--- config.mk ---
export PLATFORM = sky130hd
export DESIGN_NAME = uart_mmio_fifo
export DESIGN_NICKNAME = d
export VERILOG_FILES = /design/src/rtl/uart_mmio_fifo.sv
export SDC_FILE = /design/constraint.sdc
export NUM_CORES = 1
export LEC_CHECK = 0
export ABC_CLOCK_PERIOD_IN_PS = 3050
export CORE_AREA = 2 2 138 140
export CTS_CLUSTER_DIAMETER = 50
export DETAILED_ROUTE_END_ITERATION = 6
export DIE_AREA = 0 0 140 142
export PLACE_DENSITY = 0.74
export SKIP_LAST_GASP = 1
export SLEW_MARGIN = 40
export SYNTH_ARGS = -nofsm -noshare
export SYNTH_HDL_FRONTEND = slang
export SYNTH_SLANG_ARGS = --single-unit
--- constraint.sdc ---
create_clock -name clk -period 3.05 [get_ports clk]
set_input_delay 0.915 -clock clk [delete_from_list [all_inputs] [get_ports clk]]
set_output_delay 0.915 -clock clk [all_outputs]
set_load 0.02 [all_outputs]
--- src/rtl/uart_mmio_fifo.sv ---
// MMIO UART front end: TX/RX FIFOs behind a small register file on the core's
// load/store port, with a sticky RX overflow flag, FIFO flush and a level irq.
module uart_mmio_fifo #(
   parameter logic [31:0] BASE_ADDR = 32'h8000_0000,
   parameter int          DATA_W    = 8,
   parameter int          TX_DEPTH  = 8,
   parameter int          RX_DEPTH  = 8
) (
   input  logic              clk,
   input  logic              rst_n,
   input  logic [31:0]       addr,
   input  logic [31:0]       din,
   input  logic [3:0]        wbe,
   input  logic              re,
   output logic [31:0]       dout,
   output logic              irq,
   output logic [DATA_W-1:0] data_in,
   output logic              data_in_valid,
   input  logic              data_in_ready,
   input  logic [DATA_W-1:0] data_out,
   input  logic              data_out_valid,
   output logic              data_out_ready
);

   localparam int TX_AW = $clog2(TX_DEPTH);
   localparam int TX_CW = TX_AW + 1;
   localparam int RX_AW = $clog2(RX_DEPTH);
   localparam int RX_CW = RX_AW + 1;

   localparam logic [7:0] OFF_STATUS = 8'h00;
   localparam logic [7:0] OFF_RXDATA = 8'h04;
   localparam logic [7:0] OFF_TXDATA = 8'h08;
   localparam logic [7:0] OFF_IEN    = 8'h0C;
   localparam logic [7:0] OFF_CMD    = 8'h10;

   logic [DATA_W-1:0] r_tx_mem [TX_DEPTH];
   logic [TX_AW-1:0]  r_tx_wp, r_tx_rp;
   logic [TX_CW-1:0]  r_tx_cnt;
   logic [DATA_W-1:0] r_rx_mem [RX_DEPTH];
   logic [RX_AW-1:0]  r_rx_wp, r_rx_rp;
   logic [RX_CW-1:0]  r_rx_cnt;
   logic              r_rx_ovf;
   logic [2:0]        r_ien;
   logic [31:0]       r_dout;

   logic        w_dec, w_wr0, w_rd;
   logic [7:0]  w_off;
   logic        w_tx_wr, w_cmd, w_flush_tx, w_flush_rx, w_clr_ovf;
   logic        w_tx_full, w_tx_empty, w_tx_pop, w_tx_push;
   logic        w_rx_full, w_rx_empty, w_rx_pop, w_rx_push, w_ovf_evt;
   logic [DATA_W-1:0] w_rx_head;
   logic [31:0] w_status, w_rdata;
   logic        w_unused_ok;

   assign w_dec      = (addr[31:8] == BASE_ADDR[31:8]);
   assign w_off      = addr[7:0];
   assign w_wr0      = w_dec && wbe[0];
   assign w_rd       = w_dec && re;
   assign w_tx_wr    = w_wr0 && (w_off == OFF_TXDATA);
   assign w_cmd      = w_wr0 && (w_off == OFF_CMD);
   assign w_flush_tx = w_cmd && din[0];
   assign w_flush_rx = w_cmd && din[1];
   assign w_clr_ovf  = w_cmd && din[2];

   // A push into a full FIFO is still accepted when the same edge pops a slot free.
   assign w_tx_full  = (r_tx_cnt == TX_CW'(TX_DEPTH));
   assign w_tx_empty = (r_tx_cnt == '0);
   assign w_tx_pop   = !w_tx_empty && data_in_ready;
   assign w_tx_push  = w_tx_wr && (!w_tx_full || w_tx_pop) && !w_flush_tx;

   assign w_rx_full  = (r_rx_cnt == RX_CW'(RX_DEPTH));
   assign w_rx_empty = (r_rx_cnt == '0);
   assign w_rx_pop   = w_rd && (w_off == OFF_RXDATA) && !w_rx_empty;
   assign w_rx_push  = data_out_valid && (!w_rx_full || w_rx_pop) && !w_flush_rx;
   assign w_ovf_evt  = data_out_valid && w_rx_full && !w_rx_pop;
   assign w_rx_head  = r_rx_mem[r_rx_rp];

   assign w_unused_ok = ^{din, wbe};

   always_ff @(posedge clk) begin
      if (w_tx_push) r_tx_mem[r_tx_wp] <= din[DATA_W-1:0];
      if (w_rx_push) r_rx_mem[r_rx_wp] <= data_out;
   end

   always_ff @(posedge clk or negedge rst_n) begin
      if (!rst_n) begin
         r_tx_wp  <= '0;
         r_tx_rp  <= '0;
         r_tx_cnt <= '0;
      end else if (w_flush_tx) begin
         r_tx_wp  <= '0;
         r_tx_rp  <= '0;
         r_tx_cnt <= '0;
      end else begin
         if (w_tx_push) r_tx_wp <= r_tx_wp + TX_AW'(1);
         if (w_tx_pop)  r_tx_rp <= r_tx_rp + TX_AW'(1);
         if (w_tx_push && !w_tx_pop)      r_tx_cnt <= r_tx_cnt + TX_CW'(1);
         else if (!w_tx_push && w_tx_pop) r_tx_cnt <= r_tx_cnt - TX_CW'(1);
      end
   end

   always_ff @(posedge clk or negedge rst_n) begin
      if (!rst_n) begin
         r_rx_wp  <= '0;
         r_rx_rp  <= '0;
         r_rx_cnt <= '0;
      end else if (w_flush_rx) begin
         r_rx_wp  <= '0;
         r_rx_rp  <= '0;
         r_rx_cnt <= '0;
      end else begin
         if (w_rx_push) r_rx_wp <= r_rx_wp + RX_AW'(1);
         if (w_rx_pop)  r_rx_rp <= r_rx_rp + RX_AW'(1);
         if (w_rx_push && !w_rx_pop)      r_rx_cnt <= r_rx_cnt + RX_CW'(1);
         else if (!w_rx_push && w_rx_pop) r_rx_cnt <= r_rx_cnt - RX_CW'(1);
      end
   end

   // Clearing the flag takes priority over an overflow on the same edge.
   always_ff @(posedge clk or negedge rst_n) begin
      if (!rst_n) begin
         r_rx_ovf <= 1'b0;
         r_ien    <= '0;
      end else begin
         if (w_clr_ovf)      r_rx_ovf <= 1'b0;
         else if (w_ovf_evt) r_rx_ovf <= 1'b1;
         if (w_wr0 && (w_off == OFF_IEN)) r_ien <= din[2:0];
      end
   end

   assign w_status = {8'h00, 8'(r_rx_cnt), 8'(r_tx_cnt), 4'h0,
                      w_tx_empty, r_rx_ovf, !w_rx_empty, !w_tx_full};

   always_comb begin
      w_rdata = '0;
      case (w_off)
         OFF_STATUS: w_rdata = w_status;
         OFF_RXDATA: if (!w_rx_empty) w_rdata = 32'(w_rx_head);
         OFF_IEN:    w_rdata = {29'd0, r_ien};
         default:    w_rdata = '0;
      endcase
   end

   always_ff @(posedge clk or negedge rst_n) begin
      if (!rst_n)    r_dout <= '0;
      else if (w_rd) r_dout <= w_rdata;
   end

   assign dout           = r_dout;
   assign data_in        = r_tx_mem[r_tx_rp];
   assign data_in_valid  = !w_tx_empty;
   assign data_out_ready = 1'b1;
   assign irq = (r_ien[0] & !w_rx_empty) | (r_ien[1] & w_tx_empty) | (r_ien[2] & r_rx_ovf);

endmodule

==> reports/qor.txt <==
Vias in the first global route -> 5064
CP endpoint -> r_rx_cnt[1]$_DFFE_PN0P_
Hpwl dp -> 11.9 mm
Worst stage delay on the critical path -> 0.57 ns
Startpoint types -> input port
Buf/Inv on CP -> 6
Worst path top cell family by delay -> simple AND/OR/NAND/NOR gates
Synth cell types -> 49
Worst path cell trace -> buf_6, or4_4, buf_6, nor3_4, and4_4, buf_4, buf_6, or3_4, buf_4, inv_2, fa_2, nand2b_4, a21oi_2, o21ba_2
CTS tree -> yes
Flops & latches, synth -> 168
Adder-Cell Fraction of Synth Area -> 0.0192
Crit end category -> register
Share of the synthesized area in the top cell type -> 0.528
First DRT Iteration DRCs -> 282
Seq/Total Area, Yosys -> 0.665
Hold Buf Count CTS -> 0
IO Port Bufs -> 79
Max Clk Rate -> 0.307 GHz
R2R Setup Slk -> -0.07 ns
Cell taking the most area after synthesis -> edfxtp_1
Crit path time final -> 3.26 ns
Final setup fails -> 3
Synth Area in Compound Gates -> 0.0469
Vias after detailed routing -> 4763
Initial antenna violation count -> 0
Synth Instances -> 483
Hold Slack -> 0.471 ns
Post-synth EDFFs -> 128
CTS sink cnt -> 168
Root buffer cell -> clkbuf_16
Asr flop ratio synth -> 0.238
Largest net degree at the start of global routing -> 41
First-pass detailed-route iteration total -> 6
DR WL/cell -> 19.0 um
Final std cells w/o fill -> 910
Num CTS Buffers -> 17
Final Hold Violating Endpoints -> 0
Syn_area_per_cell -> 15.1 um2
Pwr Total -> 7160 uW
Pleak -> 0.00376 uW
Max Cap Violations -> 0
Most used cell, CP -> buf_6
RR Endpoint -> r_rx_cnt[1]$_DFFE_PN0P_
Clock Latency Late Sink -> 0.44 ns
Core footprint -> 18500 um2
Total GRT Usage -> 0.182
YS warnings -> 0
Clock Pin Slew Worst Setup and Hold Paths -> 0.06 ns
Max Root-Sink Buffers -> 2
Post-route DRC -> 7
Die width -> 140 um
Final Max Tran Viols -> 0
XOR/XNOR Fraction of Synth Area -> 0.00962
Final worst slack -> -0.208 ns
First-pass GRT wire length -> 27.1 mm
Cell Area, Synth -> 7280 um2
Critical path origin -> addr[0]
Cell depth of the worst flop-to-flop path -> 12
Placed insts -> 862
Die area -> 19900 um2
Final Skew -> 0.0143 ns
Gpl congestion -> 0.816
Total gr overflow -> 0
# IOs -> 124
Worst path depth -> 14
FF-to-FF Start -> r_rx_cnt[1]$_DFFE_PN0P_
Syn-to-layout area delta -> 38.1%
Fin crit share -> 1.07
Post-route antenna net violation count -> 0
Post-synthesis mux area share -> 0.131
# rows -> 50
CTS H-tree lvls -> 4
Most common cell after layout, fill and taps aside -> edfxtp_1
Share of cells above drive strength 1 -> 0.351
Synth Area in Simple Gates -> 0.0945
RSZ-0062 raised after global routing -> yes
Peak supply drop -> 0.477 mV
Initial Util -> 0.395
CP max-delay cell -> or4_4
N_diodes -> 0
Worst Hold Class -> in2async
Tightest Pin Transition -> 0.709 ns
Most frequent cells in the layout -> edfxtp_1, buf_4, nand2_1
Critical-path maximum fanout -> 8
Top cells by area, synth -> edfxtp_1, dfrtp_1, mux4_2
Power density cells -> 712 nW/um2
Routed WL -> 17.3 mm
Slew margin rel. -> 0.515
Critical path type -> in2reg
Die Ht -> 142 um
Failing checks -> DRC, setup timing
Via density -> 5.23
Worst path arrival time -> 3.57 ns
Status -> finished with violations
CP required -> 3.36 ns
Main combinational cell family by area after synthesis -> multiplexers
Nets -> 754
Top_reg_cell synth -> edfxtp_1
## synth_stat cells (10+ instances only)
library cell  number
mux2_2            11
mux2i_1           11
mux4_2            32
edfxtp_1         128
buf_4             17
clkbuf_1          10
o21ai_0           24
dfrtp_1           40
nand2_1           50
inv_1             10
a21oi_1           10
nor2_1            26
nor3_1            14
## cell type report
| type | count | area [um2] |
|---|---|---|
| clock inverters | 15 | 213 |
| flip-flops and latches | 168 | 4840 |
| clock buffers | 17 | 425 |
| inverters | 10 | 37.5 |
| fillers | 1435 | 8400 |
| repair buffers | 181 | 1650 |
| well taps | 234 | 293 |
| multi-input cells | 285 | 2590 |
## power breakdown
| group | switching (uW) | internal [uW] |
|---|---|---|
| Clock | 927 | 1390 |
| Sequential | 201 | 2700 |
| Combinational | 946 | 996 |
| Total | 2070 | 5080 |
## metrics by stage
stage | setup TNS (ns) | worst slack, ns | util | area [um2]
after floorplan | -14.45 | -0.524 | - | 7510
after global placement | -75.34 | -0.895 | 0.495 | 9140
after detailed placement | -80.98 | -0.959 | 0.495 | 9140
after CTS | -0.350 | -0.168 | 0.542 | 10000
after global routing | -0.776 | -0.246 | 0.545 | 10100
final | -0.528 | -0.208 | 0.545 | 10100
## per-layer routing
metal  part of all wire  vias up  GRT usage
met1               0.40     2421      0.207
met2               0.54      136      0.336
li1                   -     2177          -
met3              0.043       29     0.0444
met4              0.022        0     0.0590
met5                  0        -          0
## what timing repair did
item / 4_1_cts / 5_1_grt
resized for setup: 104 / 19
pin swaps: 30 / 11
setup endpoints to repair: 88 / 26
buffers inserted: 13 / 5
cloned: 0 / 0
endpoints found under the hold margin: 0 / 0
## flip-flops by register name, indices dropped and copies added (netlist names), 3 cells and up
name	cells
r_tx_cnt	4
r_ien	3
r_rx_mem	64
r_tx_rp	3
r_tx_wp	3
r_tx_mem	64
r_rx_cnt	4
dout	16
r_rx_rp	3
r_rx_wp	3
## logic make-up (layout without fill, tap and decap cells)
logic type,Yosys count,count (layout)
AND/OR/NAND/NOR,139,139
multiplexers,54,54
XOR/XNOR,8,8
AO/OA/AOI/OAI,57,57
other,2,17
buffers and inverters,45,223
flip-flops,168,168
adder cells (fa/ha/maj),10,10
## worst min path at each step
stage	startpoint	slack [ns]	to	cells past startpoint
detailed placement	dout[1]$_DFFE_PN0P_	0.48	dout[1]$_DFFE_PN0P_	1
global placement	dout[1]$_DFFE_PN0P_	0.47	dout[1]$_DFFE_PN0P_	1
global route	rst_n	0.51	r_rx_cnt[3]$_DFFE_PN0P_	1
CTS	rst_n	0.48	r_tx_cnt[3]$_DFFE_PN0P_	1
floorplan	r_ien[2]$_DFFE_PN0P_	0.49	r_ien[2]$_DFFE_PN0P_	1
finish	rst_n	0.47	r_ien[2]$_DFFE_PN0P_	1
Power figures use the tool's default switching activity.
